==> config.mk <==
export PLATFORM = sky130hd
export DESIGN_NAME = pkt_rr_arbiter_flat
export DESIGN_NICKNAME = d
export VERILOG_FILES = /design/src/rtl/sw_pkg.sv /design/src/rtl/pkt_rr_arbiter_if.sv /design/src/rtl/rr_pick.sv /design/src/rtl/pkt_rr_arbiter.sv /design/src/flat_wrapper.sv
export SDC_FILE = /design/constraint.sdc
export NUM_CORES = 1
export LEC_CHECK = 0
export BUFFER_PORTS_ARGS = -buffer_cell sky130_fd_sc_hd__buf_2
export CAP_MARGIN = 20
export CORE_AREA = 4 4 74 93
export CTS_CLUSTER_DIAMETER = 100
export CTS_CLUSTER_SIZE = 16
export DETAILED_ROUTE_END_ITERATION = 8
export DIE_AREA = 0 0 78 97
export PLACE_DENSITY = 0.59
export SYNTH_ARGS = -nofsm -noshare
export SYNTH_HDL_FRONTEND = slang
export SYNTH_SLANG_ARGS = --single-unit
==> constraint.sdc <==
create_clock -name clk -period 4 [get_ports clk]
set_clock_uncertainty 0.1 [all_clocks]
set_input_delay 0.2 -clock clk [delete_from_list [all_inputs] [get_ports clk]]
set_output_delay 0.2 -clock clk [all_outputs]
set_load 0.02 [all_outputs]
==> src/rtl/sw_pkg.sv <==
// Definitions shared across the switch egress path: framing bytes,
// arbiter state encoding and small index helpers.
package sw_pkg;

  localparam logic [7:0] SOF_BYTE  = 8'hFF;
  localparam logic [7:0] DELIMITER = 8'h55;

  typedef enum logic {
    IDLE    = 1'b0,
    GRANTED = 1'b1
  } arb_state_t;

  // Width of an index able to address n items; never narrower than one bit.
  function automatic int unsigned idx_width(input int unsigned n);
    return (n > 1) ? $clog2(n) : 1;
  endfunction

  // Slot visited at step off of a round-robin scan that starts after base.
  function automatic int unsigned rr_slot(input int unsigned base,
                                          input int unsigned off,
                                          input int unsigned n);
    return (base + off) % n;
  endfunction

endpackage

==> src/rtl/pkt_rr_arbiter_if.sv <==
// Bundle between the ingress FIFOs, the egress output FSM and the packet
// arbiter that shares the FSM between them.
interface pkt_rr_arbiter_if #(
  parameter int unsigned N_REQ   = 4,
  parameter int unsigned W_WIDTH = 8
);

  logic                       sw_en;
  logic [N_REQ-1:0]           req_empty;
  logic [N_REQ*W_WIDTH-1:0]   fifo_data_in;
  logic [N_REQ-1:0]           fifo_rd_en;
  logic                       out_rd_en;
  logic                       out_empty;
  logic [W_WIDTH-1:0]         out_fifo_data;
  logic [N_REQ-1:0]           grant;
  logic                       busy;
  logic                       pkt_done;
  logic                       timeout_err;

  // Arbiter side.
  modport master (
    input  sw_en, req_empty, fifo_data_in, out_rd_en,
    output fifo_rd_en, out_empty, out_fifo_data, grant, busy, pkt_done,
           timeout_err
  );

  // FIFO / output FSM / status side.
  modport slave (
    output sw_en, req_empty, fifo_data_in, out_rd_en,
    input  fifo_rd_en, out_empty, out_fifo_data, grant, busy, pkt_done,
           timeout_err
  );

endinterface

==> src/rtl/rr_pick.sv <==
// Combinational round-robin selector: first requester found scanning upward
// from the slot after last_grant, wrapping at N_REQ.
module rr_pick
  import sw_pkg::*;
#(
  parameter  int unsigned N_REQ = 4,
  localparam int unsigned IW    = idx_width(N_REQ)
) (
  input  logic [N_REQ-1:0] req,
  input  logic [IW-1:0]    last_grant,
  output logic [N_REQ-1:0] pick,
  output logic [IW-1:0]    pick_idx
);

  logic [IW-1:0] slot;

  always_comb begin
    pick     = '0;
    pick_idx = '0;
    slot     = '0;
    for (int unsigned off = 1; off <= N_REQ; off++) begin
      slot = IW'(rr_slot(32'(last_grant), off, N_REQ));
      if ((pick == '0) && req[slot]) begin
        pick[slot] = 1'b1;
        pick_idx   = slot;
      end
    end
  end

endmodule

==> src/rtl/pkt_rr_arbiter.sv <==
// Packet-granular round-robin arbiter: one ingress FIFO owns the egress output
// FSM from grant until its delimiter byte is popped or the read watchdog expires.
module pkt_rr_arbiter
  import sw_pkg::*;
#(
  parameter int unsigned N_REQ       = 4,
  parameter int unsigned W_WIDTH     = 8,
  parameter int unsigned TIMEOUT_CYC = 256
) (
  input logic              clk,
  input logic              rst,
  pkt_rr_arbiter_if.master bus
);

  localparam int unsigned        IW      = idx_width(N_REQ);
  localparam int unsigned        CW      = idx_width(TIMEOUT_CYC);
  localparam logic [CW-1:0]      WD_LAST = CW'(TIMEOUT_CYC - 1);
  localparam logic [W_WIDTH-1:0] DELIM_W = W_WIDTH'(DELIMITER);

  arb_state_t         state_q, state_d;
  logic [N_REQ-1:0]   grant_q, grant_d;
  logic [IW-1:0]      gidx_q, gidx_d;
  logic [IW-1:0]      last_q, last_d;
  logic [CW-1:0]      wd_q, wd_d;
  logic               pkt_done_q, pkt_done_d;
  logic               tmo_q, tmo_d;

  logic [N_REQ-1:0]   req_vec;
  logic [N_REQ-1:0]   pick_oh;
  logic [IW-1:0]      pick_idx;
  logic [W_WIDTH-1:0] data_mux;
  logic               pop_delim;

  assign req_vec = ~bus.req_empty;

  rr_pick #(
    .N_REQ (N_REQ)
  ) u_pick (
    .req        (req_vec),
    .last_grant (last_q),
    .pick       (pick_oh),
    .pick_idx   (pick_idx)
  );

  // AND-OR mux keyed directly on the one-hot grant; zero grant yields idle values.
  always_comb begin
    data_mux = '0;
    for (int unsigned i = 0; i < N_REQ; i++) begin
      if (grant_q[i]) begin
        data_mux = data_mux | bus.fifo_data_in[i*W_WIDTH +: W_WIDTH];
      end
    end
  end

  assign bus.out_fifo_data = data_mux;
  assign bus.out_empty     = ~|(grant_q & req_vec);
  assign bus.fifo_rd_en    = grant_q & {N_REQ{bus.out_rd_en}};
  assign bus.grant         = grant_q;
  assign bus.busy          = (state_q == GRANTED);
  assign bus.pkt_done      = pkt_done_q;
  assign bus.timeout_err   = tmo_q;

  assign pop_delim = bus.out_rd_en && (data_mux == DELIM_W);

  always_comb begin
    state_d    = state_q;
    grant_d    = grant_q;
    gidx_d     = gidx_q;
    last_d     = last_q;
    wd_d       = wd_q;
    pkt_done_d = 1'b0;
    tmo_d      = 1'b0;
    case (state_q)
      IDLE: begin
        if (bus.sw_en && (pick_oh != '0)) begin
          state_d = GRANTED;
          grant_d = pick_oh;
          gidx_d  = pick_idx;
          wd_d    = '0;
        end
      end
      GRANTED: begin
        // Delimiter pop wins over a watchdog expiry in the same cycle.
        if (pop_delim) begin
          state_d    = IDLE;
          grant_d    = '0;
          last_d     = gidx_q;
          pkt_done_d = 1'b1;
        end else if (bus.out_rd_en) begin
          wd_d = '0;
        end else if (wd_q == WD_LAST) begin
          state_d = IDLE;
          grant_d = '0;
          last_d  = gidx_q;
          tmo_d   = 1'b1;
        end else begin
          wd_d = wd_q + 1'b1;
        end
      end
      default: begin
        state_d = IDLE;
        grant_d = '0;
      end
    endcase
  end

  always_ff @(posedge clk) begin
    if (rst) begin
      state_q    <= IDLE;
      grant_q    <= '0;
      gidx_q     <= '0;
      last_q     <= IW'(N_REQ - 1);
      wd_q       <= '0;
      pkt_done_q <= 1'b0;
      tmo_q      <= 1'b0;
    end else begin
      state_q    <= state_d;
      grant_q    <= grant_d;
      gidx_q     <= gidx_d;
      last_q     <= last_d;
      wd_q       <= wd_d;
      pkt_done_q <= pkt_done_d;
      tmo_q      <= tmo_d;
    end
  end

  a_grant_onehot0: assert property (@(posedge clk) disable iff (rst)
    $onehot0(grant_q));

  a_rd_onehot0: assert property (@(posedge clk) disable iff (rst)
    $onehot0(bus.fifo_rd_en));

  a_state_matches_grant: assert property (@(posedge clk) disable iff (rst)
    ((state_q == GRANTED) == (grant_q != '0)));

endmodule
==> src/flat_wrapper.sv <==
// flat-port wrapper written by rule: the top's interface ports become plain ports
module pkt_rr_arbiter_flat import sw_pkg::*;
#(
  parameter int unsigned N_REQ       = 4,
  parameter int unsigned W_WIDTH     = 8,
  parameter int unsigned TIMEOUT_CYC = 256
)
  (clk, rst, bus_sw_en, bus_req_empty, bus_fifo_data_in, bus_out_rd_en, bus_fifo_rd_en, bus_out_empty, bus_out_fifo_data, bus_grant, bus_busy, bus_pkt_done, bus_timeout_err);
  pkt_rr_arbiter_if #(.N_REQ(N_REQ), .W_WIDTH(W_WIDTH)) bus_i ();
  input logic clk;
  input logic rst;
  input wire logic [$bits(bus_i.sw_en)-1:0] bus_sw_en;
  input wire logic [$bits(bus_i.req_empty)-1:0] bus_req_empty;
  input wire logic [$bits(bus_i.fifo_data_in)-1:0] bus_fifo_data_in;
  input wire logic [$bits(bus_i.out_rd_en)-1:0] bus_out_rd_en;
  output wire logic [$bits(bus_i.fifo_rd_en)-1:0] bus_fifo_rd_en;
  output wire logic [$bits(bus_i.out_empty)-1:0] bus_out_empty;
  output wire logic [$bits(bus_i.out_fifo_data)-1:0] bus_out_fifo_data;
  output wire logic [$bits(bus_i.grant)-1:0] bus_grant;
  output wire logic [$bits(bus_i.busy)-1:0] bus_busy;
  output wire logic [$bits(bus_i.pkt_done)-1:0] bus_pkt_done;
  output wire logic [$bits(bus_i.timeout_err)-1:0] bus_timeout_err;
  assign bus_i.sw_en = bus_sw_en;
  assign bus_i.req_empty = bus_req_empty;
  assign bus_i.fifo_data_in = bus_fifo_data_in;
  assign bus_i.out_rd_en = bus_out_rd_en;
  assign bus_fifo_rd_en = bus_i.fifo_rd_en;
  assign bus_out_empty = bus_i.out_empty;
  assign bus_out_fifo_data = bus_i.out_fifo_data;
  assign bus_grant = bus_i.grant;
  assign bus_busy = bus_i.busy;
  assign bus_pkt_done = bus_i.pkt_done;
  assign bus_timeout_err = bus_i.timeout_err;
  pkt_rr_arbiter #(.N_REQ(N_REQ), .W_WIDTH(W_WIDTH), .TIMEOUT_CYC(TIMEOUT_CYC)) u_core (.clk(clk), .rst(rst), .bus(bus_i));
endmodule
# Yosys cells after proc, flatten, opt, wreduce, memory -nomap -nowiden
# Cells that the tools add are included.
# totals
register_bits	19
latchBits	0
mem_bits_rw	0
mem_bits_ro	0
in_bits	40
wordCells	108
mem_count	0
# op_classes
add_sub_neg	5
n_mul	0
div_mod_pow	0
magnitude_cmp	8
eq_ne	8
shift	0
mux	48
bitwise_logic	10
n_reduce_logical	22
# ops
operator	count
2-to-1 mux 8 bit	8
2-to-1 mux 4 bit	8
bitwise OR 8 bit	3
case mux 8 bit (2 select lines)	1
2-to-1 mux 1 bit	14
2-to-1 mux 2 bit	7
logical NOT 4 bit	3
< comparator 2 x 3 -> 1 bit (second input constant)	4
bitwise OR 4 bit	3
logical AND 1 bit	9
!= test 3 bit (second input constant)	3
AND reduction 3 bit	3
adder 8 x 1 -> 8 bit (second input constant)	1
AND 4 bit	2
binary-select mux 1 bit (select 2 bit)	4
demux 1 bit (select 2 bit)	4
== test 8 x 7 -> 1 bit (second input constant)	1
== test 8 bit (second input constant)	1
>= comparator 2 x 1 -> 1 bit (second input constant)	4
case mux 4 bit (2 select lines)	1
OR reduction 4 bit	2
adder 2 x 1 -> 2 bit (second input constant)	2
adder 2 bit (second input constant)	2
!= test 2 x 1 -> 1 bit (second input constant)	2
other kinds (9)	9

# Longest topological paths before layout
# Gate-level depths: netlist (run 1).
# depth
word_depth	19
depth_mapped	14
depth_no_buf	10

# Modules after synthesis
# From an unflattened synthesis (run 1), not the netlist that was laid out.
# unflattened
hier_cells	216
area_unflattened_um2	1784.2
# by_module_without_submodules
module	n_inst	cells_each	area_per_inst_um2	seq_area_each_um2
pkt_rr_arbiter	1	149	1158.6	380.4
rr_pick	1	67	625.6	0.0

# Least setup slack after synthesis (run 1)
# OpenSTA, ideal clock, no wires.
# synth_timing
kind	flip-flop to flip-flop
start	register u_core.last_q[1]
end	register u_core.grant_q[0], in the netlist u_core.bus.grant[0]
arrival_ns	3.093
path_slack_ns	0.674
stages_incl_launch_ff	14
cell_sequence	dfxtp_1 clkbuf_1 inv_1 ha_1 clkbuf_1 mux4_2 buf_6 a222oi_1 nand2_1 a2111oi_2 a31oi_1 buf_6 a21oi_1 a311oi_2
# synth_between
elab_chain_cells	19
word_cells_on_any_way	51
classes_between	4 x add/sub; 8 x order compare; 1 x eq/ne; 22 x mux; 3 x bitwise; 13 x reduce/logical
# synth_lines
item	line_no	rtl
start: declaration	pkt_rr_arbiter.sv:23	logic [IW-1:0] last_q, last_d;
start signal: assignment	pkt_rr_arbiter.sv:112	last_q <= IW'(N_REQ - 1);
start signal: assignment	pkt_rr_arbiter.sv:120	last_q <= last_d;
adder 2 x 1 -> 2 bit	sw_pkg.sv:22	return (base + off) % n;
< comparator 2 x 3 -> 1 bit (implied by the code) / >= comparator 2 x 1 -> 1 bit (equally long branches)	rr_pick.sv:24	pick[slot] = 1'b1;
logical AND 1 bit (implied by the code)	rr_pick.sv:24	
2-to-1 mux 1 bit (implied by the code)	rr_pick.sv:24	
demux 1 bit (select 2 bit)	rr_pick.sv:24	
2-to-1 mux 4 bit	rr_pick.sv:23	if ((pick == '0) && req[slot]) begin
logical NOT 4 bit	rr_pick.sv:23	
logical AND 1 bit	rr_pick.sv:23	
[3 not listed]	n/a	
2-to-1 mux 4 bit	rr_pick.sv:23	
logical NOT 4 bit	rr_pick.sv:23	
logical AND 1 bit	rr_pick.sv:23	
2-to-1 mux 4 bit (*)	rr_pick.sv:23	
nonzero test 4 bit	pkt_rr_arbiter.sv:75	if (bus.sw_en && (pick_oh != '0)) begin
logical AND 1 bit	pkt_rr_arbiter.sv:75	
!= test 2 x 1 -> 1 bit (no line)	n/a	
AND reduction 3 bit (no line)	n/a	
end signal: assignment	pkt_rr_arbiter.sv:118	grant_q <= grant_d;
end: declaration	pkt_rr_arbiter.sv:21	logic [N_REQ-1:0] grant_q, grant_d;
# Mark *: on every way between the ends. The rest lies on a longest branch, timed or not. The select of a mux whose other input is x is not followed.
# A chain may end at the register's enable or synchronous reset.

# Worst setup path in the final report (run 1)
# layout_timing
start	register u_core.last_q[1]
end	register u_core.wd_q[2]
# layout_between
elab_chain_cells	19
word_cells_on_any_way	49
classes_between	4 x add/sub; 8 x order compare; 1 x eq/ne; 20 x mux; 3 x bitwise; 13 x reduce/logical
# layout_lines
item	line_no	rtl
adder 2 x 1 -> 2 bit	sw_pkg.sv:22	
< comparator 2 x 3 -> 1 bit (implied by the code) / >= comparator 2 x 1 -> 1 bit (equally long branches)	rr_pick.sv:24	
logical AND 1 bit (implied by the code)	rr_pick.sv:24	
2-to-1 mux 1 bit (implied by the code)	rr_pick.sv:24	
demux 1 bit (select 2 bit)	rr_pick.sv:24	
2-to-1 mux 4 bit	rr_pick.sv:23	
logical NOT 4 bit	rr_pick.sv:23	
logical AND 1 bit	rr_pick.sv:23	
[3 not listed]	n/a	
2-to-1 mux 4 bit	rr_pick.sv:23	
logical NOT 4 bit	rr_pick.sv:23	
logical AND 1 bit	rr_pick.sv:23	
2-to-1 mux 4 bit (*)	rr_pick.sv:23	
nonzero test 4 bit (*)	pkt_rr_arbiter.sv:75	
logical AND 1 bit (*)	pkt_rr_arbiter.sv:75	
!= test 2 x 1 -> 1 bit (no line) (*)	n/a	
AND reduction 3 bit (no line) (*)	n/a	
end signal: assignment	pkt_rr_arbiter.sv:121	wd_q <= wd_d;
end: declaration	pkt_rr_arbiter.sv:24	logic [CW-1:0] wd_q, wd_d;
# Marks and branches as above.

==> impl_results.md, run 1 <==
* Status: finished clean
* Worst setup SP type: register
* Dpl ws at 239 ps
* Core footprint at 0.00605 mm2
* Clock tree buffer depth at 2
* Leakage at 0.000902 uW
* Switching Share at 34.8%
* Clock Tree Root: clkbuf_8
* First DRT Iteration DRCs at 81
* Placed Instance Area at 0.00209 mm2
* Hold buffer count at CTS at 0
* Syn Area/Cell at 7.57 um2
* Critical Path AT at 3700 ps
* First-pass GRT wire length at 8830 um
* Cell count of the worst hold path at 3
* CP top delay family: compound AO/OA/AOI/OAI gates
* Critical-path top delay cell: dfxtp_1
* ANT nets after route at 0
* Antenna fix cells at 0
* Post-layout net count at 329
* DRC at 0
* Vias at 1,929
* Critical Path Sink Type: register
* Launch point of the worst path: u_core.last_q[1]
* Pre-antenna DRT Iters at 4
* Hold Path Class: in2reg
* Setup TNS at 0 ps
* Worst VDD drop at 75.2 uV
* Syn. warnings at 0
* Synth area leader: dfxtp_1
* Yosys top cell area share at 21.7%
* Met1 Wirelength at 2210 um
* CTS Sinks at 19
* Pwr/cell area at 238 mW/mm2
* Pint at 333 uW
* CP max stage delay at 500 ps
* Synth cell types at 57
* Worst Path Buf+Inv at 1
* Input/output buffers at 59
* Row cnt at 32
* Layout overhead on the synthesized area at 22.4%
* Prevailing post-synth register cell: dfxtp_1
* Largest net degree at the start of global routing at 18
* Max_slew headroom at 60.3%
* Max Clk Rate at 276 MHz
* RSZ-0062 raised after global routing: no
* Worst r2r src: u_core.last_q[1]
* Seq/Total Area, Yosys at 21.7%
* Max cap viols at 0
* Part of the cycle the worst path needs at 90.5%
* Crit-path max FO at 16
* Final Hold Fails at 0
* CTS tree: built
* Die Span Y at 97 um
* CTS buffer count at 3
* Worst-skew pair later-pin latency at 250 ps
* Switch Pwr at 178 uW
* Flop pwr share at 41.4%
* Register-to-Register Setup Slack at 380 ps
* Seq cells post-synth at 19
* Slew at the pin with the worst max-slew slack at 595 ps
* Die width at 78 um
* Cells along the critical path: inv_1 -> ha_1 -> mux4_2 -> o21a_1 -> a221oi_2 -> nand2_1 -> a2111oi_2 -> a31o_1 -> a21oi_1 -> nor3_1
* Worst path required time at 4080 ps
* Post-synth EDFFs at 0
* Final WL at 5350 um
* Synth top area cells: dfxtp_1 22%, a22oi_1 6.0%, nand2_1 5.8%, a21oi_1 5.1%, ha_1 4.3%
* Worst path depth at 10
* Final worst slack at 379 ps
* IO Count at 60
* Final setup violation count at 0
* Clock share of power at 26.0%
* CP endpoint: u_core.wd_q[2]
* Cells after Synth at 232
* CP Class: reg2reg
* Antenna violations before repair at 0
* Top routing layer in use: met4
* CTS clock-pin slew for the worst setup and hold paths at 70 ps
* Initial Util at 29.0%
* RePlAce Congestion at 0.916
* Routed vias/inst at 5.26
* Vias in the first global route at 1,865
* Cell Area, Synth at 0.00176 mm2
* Net count after synthesis at 278
* Wire length per cell at 14.6 um
* Share of cells above drive strength 1 at 28.4%
* Global route overflow at 0
* Post-synth ARST share at 0%
* Detail Route met2 WL at 2870 um
* Die area at 0.00757 mm2
* H-Tree Level Count at 1
* Final core utilization at 35.5%
* Total track usage at 13.8%
* DR WL met3 at 172 um
* Final Slew Violations at 0
* Post-DP HPWL at 4220 um
* FF-to-FF path depth at 10
* Design Area, Final at 0.00215 mm2
* Logic pwr share at 32.6%
* Reg-to-reg endpoint: u_core.wd_q[2]
* WHS at 171 ps
* Min Tclk post-route at 3620 ps
-- cell usage after synthesis (2+ instances only) --
library cell	number
nand2_1	27
dfxtp_1	19
a21oi_1	18
a22oi_1	14
nor2_1	14
clkbuf_1	13
inv_1	13
nand3_1	9
nor3_1	8
o21ai_0	7
ha_1	6
and2_1	5
nand4_1	5
nor2b_1	5
mux2i_1	4
nor4_1	4
o31ai_1	4
a221oi_1	3
buf_6	3
nand2b_1	3
o21ai_1	3
o22ai_1	3
a22o_1	2
a311oi_1	2
mux2_2	2
mux4_2	2
o2111ai_1	2
o211ai_1	2
o21a_1	2
-- layout by cell type, fill, tap and decap left out, types with 2 or more instances in the layout --
master / count
buf_4: 4
a311oi_1: 2
nand2_1: 27
o211ai_1: 2
o22ai_1: 3
nand2b_1: 3
ha_1: 6
a221oi_1: 3
nor3_1: 8
o21ai_0: 7
nor2b_1: 5
a21oi_1: 18
mux2i_1: 4
dfxtp_1: 19
a22oi_1: 14
a22o_1: 2
mux4_2: 2
nor2_1: 14
o2111ai_1: 2
and2_1: 5
nor4_1: 4
inv_1: 13
clkbuf_8: 3
nand4_1: 5
o31ai_1: 4
o21ai_1: 3
buf_2: 59
o21a_1: 2
mux2_2: 2
nand3_1: 9
-- sequential cells by signal (all words and copies together), names as in the netlist --
signal and cells:
u_core.gidx_q 2, u_core.bus.pkt_done 1, u_core.bus.busy 1, u_core.wd_q 8, u_core.last_q 2, u_core.bus.grant 4, u_core.bus.timeout_err 1
-- worst min-delay path by stage --
stage,slack [ps],startpoint,end
after global placement,370,u_core.gidx_q[1],u_core.gidx_q[1]
after CTS,160,bus_out_rd_en,u_core.bus.pkt_done
after floorplan,340,u_core.gidx_q[1],u_core.gidx_q[1]
final,170,bus_out_rd_en,u_core.bus.pkt_done
after global routing,240,bus_out_rd_en,u_core.bus.pkt_done
after detailed placement,380,u_core.gidx_q[1],u_core.gidx_q[1]
-- final cells by class --
class | count | area (um2)
sequential | 19 | 380
tap | 85 | 106
timing repair buffer | 63 | 325
multi-input combinational | 183 | 1240
clock buffer | 4 | 45.0
inverter | 13 | 48.8
fill | 648 | 3900
-- power groups by stage --
stage	sequential, uW	clock [uW]	combinational [uW]
floorplan	210	0	113
global placement	216	0	166
detailed placement	216	0	167
CTS	212	138	167
global route	214	144	184
finish	212	133	167
-- worst min-delay path, delay by kind of cell --
family / cells / cell delay, ps
and+or+nand+nor: 2 / 130
buffers and inverters: 1 / 150
-- metal layers --
metal,track usage (%),vias up
li1,-,976
met1,16.1,892
met2,25.6,52
met3,0.838,9
met4,5.25,0
met5,0,-
-- logic make-up after synthesis --
logic type	synth area share [%]
flip-flops	21.7
buffers and inverters	7.91
multiplexers	7.63
AO/OA/AOI/OAI	31.6
adder cells (fa/ha/maj)	4.28
AND/OR/NAND/NOR	26.9
-- stage by stage --
step,total power (uW),cells
after global placement,382,362
after detailed placement,383,362
after floorplan,323,232
after CTS,517,366
final,511,367
after global routing,541,367
-- repair_timing --
| item | in CTS | in global routing |
|---|---|---|
| resized for setup | 0 | 1 |
| setup buffers | 0 | 1 |
| setup endpoints to repair | 0 | 7 |
(Power assumes the default switching activity.)
==> inputs of run 2 (changes only) <==
--- a/config.mk
+++ b/config.mk
@@ -5,14 +5,15 @@
 export SDC_FILE = /design/constraint.sdc
 export NUM_CORES = 1
 export LEC_CHECK = 0
+export ABC_AREA = 1
 export BUFFER_PORTS_ARGS = -buffer_cell sky130_fd_sc_hd__buf_2
 export CAP_MARGIN = 20
-export CORE_AREA = 4 4 74 93
+export CORE_AREA = 4 4 72 90
 export CTS_CLUSTER_DIAMETER = 100
 export CTS_CLUSTER_SIZE = 16
 export DETAILED_ROUTE_END_ITERATION = 8
-export DIE_AREA = 0 0 78 97
-export PLACE_DENSITY = 0.59
+export DIE_AREA = 0 0 76 94
+export PLACE_DENSITY = 0.6
 export SYNTH_ARGS = -nofsm -noshare
 export SYNTH_HDL_FRONTEND = slang
 export SYNTH_SLANG_ARGS = --single-unit
==> run 2 against run 1 <==
Non-clock buffer count is 4 lower. Sequential power hardly changed. Setup slack better by 440 ps. Core utilization hardly changed. Via count is 2.1% lower. Cell count is 8.2% higher. Largest power group unchanged.
==> impl_results.md, run 2 <==
* Status: finished clean
* RSZ-0062 raised after global routing: no
* Row cnt at 31 (-3.1%)
* Worst-skew pair later-pin latency at 260 ps (about the same)
* Worst setup SP type: register
* Total track usage at 11.9% (-1.9 points)
* Total setup buffers inserted after CTS at 0 (unchanged)
* Cells along the critical path: inv_2 -> ha_1 -> inv_1 -> nand3_2 -> nand2_4 -> a21oi_4 -> nand3_1 -> nand3_2 -> inv_1 -> nand3_1 -> nand3_1 -> nor2_2 -> nand3_1 -> nand2_1 -> nor2_2 -> nand2_2 -> nand2_4 -> nand2_2 -> nand2_1 -> nand2_1 -> nor2_1
* Largest register by flop count: u_core.wd_q
* CTS tree: built
* Power, Total at 483 uW (-5.5%)
* Pwr/cell area at 238 mW/mm2 (+0.11%)
* ANT nets after route at 0 (unchanged)
* Crit-path max FO at 14 (-2)
* Top-count cell post-synth: nand2_1
* Switch Pwr at 162 uW (-9.1%)
* Switching Share at 33.5% (-1.3 points)
* Seq/Total Area, Yosys at 23.2% (+1.5 points)
* Post-synth EDFFs at 0 (unchanged)
* Final Slew Violations at 0 (unchanged)
* Worst VDD drop at 305 uV (+310%)
* Final setup violation count at 0 (unchanged)
* Yosys top cell area share at 23.2% (+1.5 points)
* Die Span Y at 94 um (-3.1%)
* Syn. warnings at 0 (unchanged)
* Critical-path top delay cell: dfxtp_1
* Net count after synthesis at 320 (+15%)
* Multi-input gate area at 0.00108 mm2 (-13%)
* Hold buffer count at CTS at 0 (unchanged)
* Post-DP HPWL at 3610 um (-14%)
* Final core utilization at 35.6% (+0.038 points)
* CP Class: reg2reg
* Part of the cycle the worst path needs at 79.5% (-11 points)
* Wire length per cell at 11.2 um (-23%)
* Post-synth ARST share at 0% (unchanged)
* Critical Path Sink Type: register
* WHS at 153 ps (-17.4 ps)
* Slew at the pin with the worst max-slew slack at 453 ps (-141 ps)
* Most frequent cells in the layout: 83 x nand2_1, 59 x buf_2, 35 x inv_1, 33 x nand3_1, 25 x nor2_1
* Syn Area/Cell at 5.98 um2 (-21%)
* Final WL at 4450 um (-17%)
* Share of cells above drive strength 1 at 24.8% (-3.6 points)
* Most common cell after layout, fill and taps aside: nand2_1
* First DRT Iteration DRCs at 76 (-6.2%)
* Max Clk Rate at 315 MHz (+14%)
* Final Hold Fails at 0 (unchanged)
* Leakage at 0.00107 uW (+18%)
* First-pass GRT wire length at 7320 um (-17%)
* H-Tree Level Count at 1 (unchanged)
* Layout overhead on the synthesized area at 23.7%
* Flop pwr share at 44.0% (+2.6 points)
* Die area at 0.00714 mm2 (-5.6%)
* Synth area leader: dfxtp_1
* Prevailing post-synth register cell: dfxtp_1
* CP max stage delay at 510 ps (about the same)
* Cell Area, Synth at 0.00164 mm2 (-6.6%)
* Antenna violations before repair at 0 (unchanged)
* Cells after Synth at 274 (+18%)
* CTS Sinks at 19 (unchanged)
* RePlAce Congestion at 0.837 (-8.6%)
* Max cap viols at 0 (unchanged)
* Vias in the first global route at 1,751 (-6.1%)
* IO Count at 60 (unchanged)
* Worst path required time at 4050 ps (-30 ps)
* Routed vias/inst at 4.76 (-9.5%)
* Min Tclk post-route at 3180 ps (-442 ps)
* Vias at 1,889 (-2.1%)
* CTS clock-pin slew for the worst setup and hold paths at 70 ps (about the same)
* Clock tree buffer depth at 2 (unchanged)
* Seq cells post-synth at 19 (unchanged)
* Global route overflow at 0 (unchanged)
* Register area at 380 um2 (unchanged)
* Critical Path AT at 3230 ps (-470 ps)
* Logic pwr share at 28.5% (-4.1 points)
* Pint at 322 uW (-3.5%)
* Antenna fix cells at 0 (unchanged)
* Initial Util at 28.7% (-0.29 points)
* Commonest cells in the netlist: 83 x nand2_1, 35 x inv_1, 33 x nand3_1, 25 x nor2_1, 19 x dfxtp_1
* Pre-antenna DRT Iters at 4 (unchanged)
* Clock share of power at 27.5% (+1.5 points)
* Core footprint at 0.00570 mm2 (-5.7%)
* Synth cell types at 32 (-44%)
* Max FFs per register at 8 (unchanged)
* Max_slew headroom at 69.7% (+9.5 points)
* Post-CTS sizing at 0 (unchanged)
* Setup TNS at 0 ps (unchanged)
* CP dominant cell by count: nand3_1
* Die width at 76 um (-2.6%)
* Fillers at 611 (-5.7%)
* CP top delay family: simple AND/OR/NAND/NOR gates
* Clock Tree Root: clkbuf_8
* Largest net degree at the start of global routing at 15 (-3)
* Worst Path Buf+Inv at 3 (+2)
* Input/output buffers at 59 (unchanged)
* CTS buffer count at 3 (unchanged)
* Post-layout net count at 378 (+15%)
* Synth top area cells: dfxtp_1 23%, nand2_1 19%, nand3_1 10%, inv_1 8.0%, nor2_1 5.7%
* Hold Path Class: in2reg
* DRC at 0 (unchanged)
## run 2: cell count changes after synthesis, moves of 6 or more
cell	change
nand2_1	+56
nand3_1	+24
clkbuf_1	-12
a21oi_1	-6
inv_1	+22
nor2_1	+11
a22oi_1	-14
## run 2: layer usage
| metal | vias to the layer above | global-route usage (%) | part of all wire, % |
|---|---|---|---|
| met4 | 0 | 2.37 | 0.63 |
| met2 | 40 | 22.7 | 52 |
| met1 | 835 | 13.2 | 42 |
| met3 | 4 | 2.88 | 5.3 |
| li1 | 1010 | - | - |
| met5 | - | 0 | 0 |
## run 2: worst paths after layout
check	start	endpoint	slack [ps]	depth (start not counted)
setup / recovery	u_core.last_q[0]	u_core.wd_q[3]	820	21
hold reg to reg	u_core.wd_q[3]	u_core.wd_q[3]	390	2
setup reg to reg	u_core.last_q[0]	u_core.wd_q[3]	820	21
hold / removal	rst	u_core.wd_q[4]	150	2
## run 2: kinds of logic after synthesis
logic type	after synthesis	synth area share, %
buffers and inverters	43	10.6
adder cells (fa/ha/maj)	6	4.58
AND/OR/NAND/NOR	171	47.9
flip-flops	19	23.2
AO/OA/AOI/OAI	35	13.7
## run 2: final cells by class
class	instances	area share, %
multi-input combinational	212	53.5
sequential	19	18.8
timing repair buffer	59	14.6
inverter	37	6.85
tap	66	4.07
clock buffer	3	2.04
clock inverter	1	0.247
## run 2: metrics by stage
stage,std cells,worst slack [ps],instance area [um2]
6_report,397,821,2030
2_1_floorplan,274,1210,1640
5_1_grt,397,407,2030
4_1_cts,397,835,2030
3_5_place_dp,393,859,1980
3_3_place_gp,393,942,1980
## run 2: power groups by stage
stage	registers (uW)	logic, uW	clock network [uW]
2_1_floorplan	214	94.7	0
3_3_place_gp	217	137	0
3_5_place_dp	217	138	0
4_1_cts	213	139	137
5_1_grt	215	156	146
6_report	213	138	133
